===== src/rtl/ledboard_fifo_reader.sv =====
// Drains a first-word-fall-through FIFO onto the LED board serial chain (sclk/sdata/latch).
// Define LEDBOARD_READER_LSB_FIRST_EN to shift each word out LSB first instead of MSB first.
module ledboard_fifo_reader #(
  parameter int WIDTH           = 8,
  parameter int CLK_DIV         = 4,
  parameter int BYTES_PER_FRAME = 8,
  parameter int LATCH_CYCLES    = 2
) (
  input  logic             clk,
  input  logic             rst,
  input  logic             enable,
  input  logic             fifo_empty,
  input  logic [WIDTH-1:0] fifo_data,
  output logic             read_en,
  output logic             led_sclk,
  output logic             led_sdata,
  output logic             led_latch,
  output logic             busy,
  output logic             frame_done
);

  localparam int BIT_W  = $clog2(WIDTH) + 1;
  localparam int DIV_W  = $clog2(CLK_DIV) + 1;
  localparam int BYTE_W = $clog2(BYTES_PER_FRAME) + 1;
  localparam int LAT_W  = $clog2(LATCH_CYCLES) + 1;

  localparam logic [BIT_W-1:0]  BIT_LAST   = BIT_W'(WIDTH - 1);
  localparam logic [DIV_W-1:0]  DIV_LAST   = DIV_W'(CLK_DIV - 1);
  localparam logic [BYTE_W-1:0] BYTE_LAST  = BYTE_W'(BYTES_PER_FRAME - 1);
  localparam logic [LAT_W-1:0]  LAT_LAST   = LAT_W'(LATCH_CYCLES - 1);
  localparam logic [LAT_W-1:0]  LAT_PENULT = LAT_W'((LATCH_CYCLES >= 2) ? LATCH_CYCLES - 2 : 0);
  localparam logic              LAT_ONE    = (LATCH_CYCLES == 1);

`ifdef LEDBOARD_READER_LSB_FIRST_EN
  localparam int OUT_BIT = 0;
`else
  localparam int OUT_BIT = WIDTH - 1;
`endif

  typedef enum logic [1:0] {IDLE, FETCH, SHIFT, LATCH} state_t;

  state_t              state, state_nxt;
  logic [WIDTH-1:0]    shift_reg, shift_nxt, shifted;
  logic [BIT_W-1:0]    bit_cnt, bit_nxt;
  logic [DIV_W-1:0]    div_cnt, div_nxt;
  logic [BYTE_W-1:0]   byte_cnt, byte_nxt;
  logic [LAT_W-1:0]    lat_cnt, lat_nxt;
  logic                sclk_nxt, sdata_nxt, latch_nxt, busy_nxt, done_nxt;

`ifdef LEDBOARD_READER_LSB_FIRST_EN
  assign shifted = shift_reg >> 1;
`else
  assign shifted = shift_reg << 1;
`endif

  always_comb begin
    state_nxt = state;
    shift_nxt = shift_reg;
    bit_nxt   = bit_cnt;
    div_nxt   = div_cnt;
    byte_nxt  = byte_cnt;
    lat_nxt   = lat_cnt;
    sclk_nxt  = led_sclk;
    sdata_nxt = led_sdata;
    latch_nxt = led_latch;
    done_nxt  = 1'b0;
    read_en   = 1'b0;
    unique case (state)
      IDLE, FETCH: begin
        // Waiting here keeps sdata at the last bit; the frame resumes from byte_cnt.
        sclk_nxt = 1'b0;
        if (!fifo_empty && enable && rst) begin
          read_en   = 1'b1;
          shift_nxt = fifo_data;
          sdata_nxt = fifo_data[OUT_BIT];
          bit_nxt   = '0;
          div_nxt   = '0;
          state_nxt = SHIFT;
        end
      end
      SHIFT: begin
        if (div_cnt == DIV_LAST) begin
          div_nxt = '0;
          if (!led_sclk) begin
            sclk_nxt = 1'b1;
          end else begin
            sclk_nxt = 1'b0;
            if (bit_cnt == BIT_LAST) begin
              byte_nxt = byte_cnt + BYTE_W'(1);
              if (byte_cnt == BYTE_LAST) begin
                state_nxt = LATCH;
                latch_nxt = 1'b1;
                lat_nxt   = '0;
                done_nxt  = LAT_ONE;
              end else begin
                state_nxt = FETCH;
              end
            end else begin
              bit_nxt   = bit_cnt + BIT_W'(1);
              shift_nxt = shifted;
              sdata_nxt = shifted[OUT_BIT];
            end
          end
        end else begin
          div_nxt = div_cnt + DIV_W'(1);
        end
      end
      LATCH: begin
        if (lat_cnt == LAT_LAST) begin
          state_nxt = IDLE;
          latch_nxt = 1'b0;
          byte_nxt  = '0;
        end else begin
          lat_nxt  = lat_cnt + LAT_W'(1);
          done_nxt = (lat_cnt == LAT_PENULT);
        end
      end
      default: state_nxt = IDLE;
    endcase
    busy_nxt = (state_nxt != IDLE);
  end

  always_ff @(posedge clk) begin
    if (!rst) begin
      state      <= IDLE;
      bit_cnt    <= '0;
      div_cnt    <= '0;
      byte_cnt   <= '0;
      lat_cnt    <= '0;
      led_sclk   <= 1'b0;
      led_sdata  <= 1'b0;
      led_latch  <= 1'b0;
      busy       <= 1'b0;
      frame_done <= 1'b0;
    end else begin
      state      <= state_nxt;
      bit_cnt    <= bit_nxt;
      div_cnt    <= div_nxt;
      byte_cnt   <= byte_nxt;
      lat_cnt    <= lat_nxt;
      led_sclk   <= sclk_nxt;
      led_sdata  <= sdata_nxt;
      led_latch  <= latch_nxt;
      busy       <= busy_nxt;
      frame_done <= done_nxt;
    end
  end

  always_ff @(posedge clk) begin
    shift_reg <= shift_nxt;
  end

endmodule


===== config.mk =====
export PLATFORM = sky130hd
export DESIGN_NAME = ledboard_fifo_reader
export DESIGN_NICKNAME = d
export VERILOG_FILES = /design/src/rtl/ledboard_fifo_reader.sv
export SDC_FILE = /design/constraint.sdc
export NUM_CORES = 1
export LEC_CHECK = 0
export BUFFER_PORTS_ARGS = -buffer_cell sky130_fd_sc_hd__buf_2
export CAP_MARGIN = 20
export CORE_ASPECT_RATIO = 0.9
export CORE_MARGIN = 3
export CORE_UTILIZATION = 52
export CTS_BUF_LIST = sky130_fd_sc_hd__clkbuf_4 sky130_fd_sc_hd__clkbuf_8
export DETAILED_ROUTE_END_ITERATION = 7
export GPL_TIMING_DRIVEN = 0
export HOLD_SLACK_MARGIN = 0.1
export PLACE_DENSITY_LB_ADDON = 0.15
export SLEW_MARGIN = 30
export SYNTH_ARGS = -nofsm -noshare
export SYNTH_HDL_FRONTEND = slang
export SYNTH_SLANG_ARGS = --single-unit

===== constraint.sdc =====
create_clock -name clk -period 2 [get_ports clk]
set_clock_uncertainty 0.2 [all_clocks]
set_input_delay 0.2 -clock clk [delete_from_list [all_inputs] [get_ports clk]]
set_output_delay 0.2 -clock clk [all_outputs]
set_load 0.1 [all_outputs]

==> results.md <==
- Share of layout cells above drive strength 1: 0.194
- Worst setup path startpoint: bit_cnt[0]$_SDFFE_PN0P_
- Crit Reg-Reg Startpoint: bit_cnt[0]$_SDFFE_PN0P_
- ANT nets after route: 0
- Skew-Pair Late Insertion Delay: 0.32 ns
- Via count: 1136
- Clk root buf: clkbuf_4
- IO Port Bufs: 16
- Mean Syn Cell Area: 8.89 um^2
- GR Layer Usage met1: 0.256
- Endpoint class of the critical path: register
- Largest net degree at the start of global routing: 15
- Setup bufs post-CTS: 0
- Synth Instances: 143
- Pwr/cell area: 599 nW/um^2
- Initial antenna violation count: 0
- Die X: 58.1 um
- Placer Congestion: 0.775
- Outcome: finished, final reports clean
- Commonest non-fill, non-tap cell in the layout: nand2_1
- GRT busiest layer: met2
- Max-Cap Viols: 0
- Fin crit share: 0.976
- Adder-cell share of the synthesized area: 0.0492
- Hold path startpoint: rst
- Synth Area in Simple Gates: 0.295
- Syn Std Cell Area: 1270 um^2
- Min Tclk post-route: 1.95 ns
- Post-route cell area: 1600 um^2
- RSZ-0062 raised after global routing: true
- Total Nets Final: 193
- Global-route wire length before repair: 4820 um
- Placed inst area: 1390 um^2
- Post-Place Worst Slack: -0.0785 ns
- Setup ws final: 0.0484 ns
- CP max FO: 6
- Non-Filler Instances: 202
- Initial Util: 0.567
- Row cnt: 16
- TritonCTS Buffers: 3
- M2 GR Usage: 0.355
- Unique masters post-synth: 37
- DRT Pass-1 Iters: 4
- Required @ worst endpoint: 2.08 ns
- Placed cells: 186
- P_leak: 0.000633 uW
- YS warnings: 0
- #FFs+latches synth: 27
- Multiplexer share of the synthesized area: 0
- Layout area overhead: 25.9%
- Syn Nets: 160
- Avg WL per Cell: 14.4 um
- Hold Path Class: in2reg
- Antenna fix cells: 0
- Sink Count: 27
- Max-slew violation count: 0
- Via density: 5.62
- Die H: 52.9 um
- Drc violations: 0
- Clock Pin Slew Worst Setup and Hold Paths: 0.13 ns
- Worst R2R Path Depth: 6
- Ports: 18
- Global Route Usage Sum: 0.206
- Fin. Hold Viols: 0
- Post-Synth XOR/XNOR Area: 0.0207
- H-Tree Depth: 1
- DR iter-0 viols: 29
- Worst hold stages: 3
- Critical path type: reg2reg
- Relative slew slack: 0.674
- Seq/Total Area, Yosys: 0.480
- CORE AREA: 2240 um^2
- Die Footprint: 3070 um^2
- Vias in the first global route: 1072
- Most frequent cells in the layout: nand2_1, dfxtp_1, buf_2
- WL final: 2920 um
- Worst slew pin tran: 0.492 ns
- Final setup viols: 0
- Compound-Gate Fraction of Synth Area: 0.108
- Max reg flops: 7
- Max Root-Sink Buffers: 2
- Worst setup SP type: register
- Worst vdd ir: 653 uV
- Fmax: 0.512 GHz
- Main combinational cell family by area after synthesis: simple AND/OR/NAND/NOR gates
- Crit path DAT: 2.03 ns
- Grt total ovfl: 0
- Met3 usage: 0.0488
- DP HPWL: 1980 um
- Post-route core utilization: 0.714
- CTS tree: yes
-- cells by family (layout without fill, tap and decap cells) --
| logic type | after synthesis | in the layout |
|---|---|---|
| compound gates | 20 | 20 |
| fa+ha+maj | 5 | 5 |
| buf+inv | 14 | 46 |
| simple gates | 74 | 74 |
| xor+xnor | 3 | 3 |
| flops | 27 | 27 |
-- final cells by class --
| class | instances | area [um^2] |
|---|---|---|
| multi-input cells | 102 | 653 |
| well taps | 27 | 33.8 |
| flip-flops and latches | 27 | 616 |
| plain buffers | 7 | 35.0 |
| clock buffers | 4 | 30.0 |
| inverters | 7 | 26.3 |
| fillers | 164 | 642 |
| repair buffers | 28 | 206 |
-- layer usage --
metal | part of all wire | vias to the layer above
li1 | - | 564
met1 | 0.44 | 535
met2 | 0.50 | 32
met3 | 0.045 | 5
met4 | 0.012 | 0
met5 | 0 | -
-- what timing repair did --
item,in CTS,in global routing
endpoints found under the hold margin,13,3
pin swaps,0,0
endpoints found under the setup margin,10,4
gates resized for setup,6,9
hold buffers,11,1
-- power breakdown --
group | leakage (uW) | internal (uW) | switching, uW
logic | 0.000387 | 48.5 | 87.0
clock network | 0.0000184 | 91.8 | 153
registers | 0.000227 | 573 | 4.41
total | 0.000633 | 713 | 245
-- cells in the mapped netlist --
master	instances	area (um^2)
dfxtp_1	20	400
ha_1	5	62.6
a32oi_1	2	17.5
a21oi_1	4	20.0
a41o_1	1	10.0
xnor2_1	2	17.5
nand3_1	10	50.1
nor2_1	11	41.3
nor4b_2	1	15.0
buf_2	2	10.0
xor2_1	1	8.76
nor2b_1	2	12.5
nand2b_4	1	13.8
o211ai_1	1	7.51
and4_1	1	8.76
and3b_4	1	12.5
o21ai_0	2	10.0
or4_1	2	15.0
nor4_1	1	6.26
nor3_1	3	15.0
and3_1	2	12.5
nand4_1	1	6.26
o31ai_1	4	30.0
nand2_1	31	116
or3_1	2	12.5
nor3b_1	1	7.51
o21ai_1	1	5.00
o21ba_2	1	10.0
o221ai_1	1	8.76
a31oi_1	3	18.8
nand3_2	1	10.0
nand3b_1	1	7.51
edfxtp_1	7	210
buf_4	1	7.51
and2_1	2	12.5
clkbuf_1	4	15.0
inv_1	7	26.3
-- critical path, stage by stage (launching register included) --
cell     delay [ns]
dfxtp_2        0.37
ha_1           0.22
and3b_4        0.23
or3_1          0.36
buf_4          0.17
nor4b_4        0.24
a41o_1         0.11
-- final timing paths --
check	end	slack, ns
max	bit_cnt[1]$_SDFFE_PN0P_	0.05
min	busy$_SDFF_PN0_	0.12
max reg2reg	bit_cnt[1]$_SDFFE_PN0P_	0.05
min reg2reg	lat_cnt[1]$_SDFFE_PN0P_	0.28
-- through the flow --
stage / TNS [ns] / hold slack, ns / total power [uW]
floorplan: 0 / 0.181 / 666
global placement: -0.327 / 0.228 / 690
detailed placement: -0.548 / 0.254 / 695
CTS: 0 / 0.113 / 955
global route: -0.0126 / 0.129 / 1010
finish: 0 / 0.121 / 958
Power figures use the tool's default switching activity.
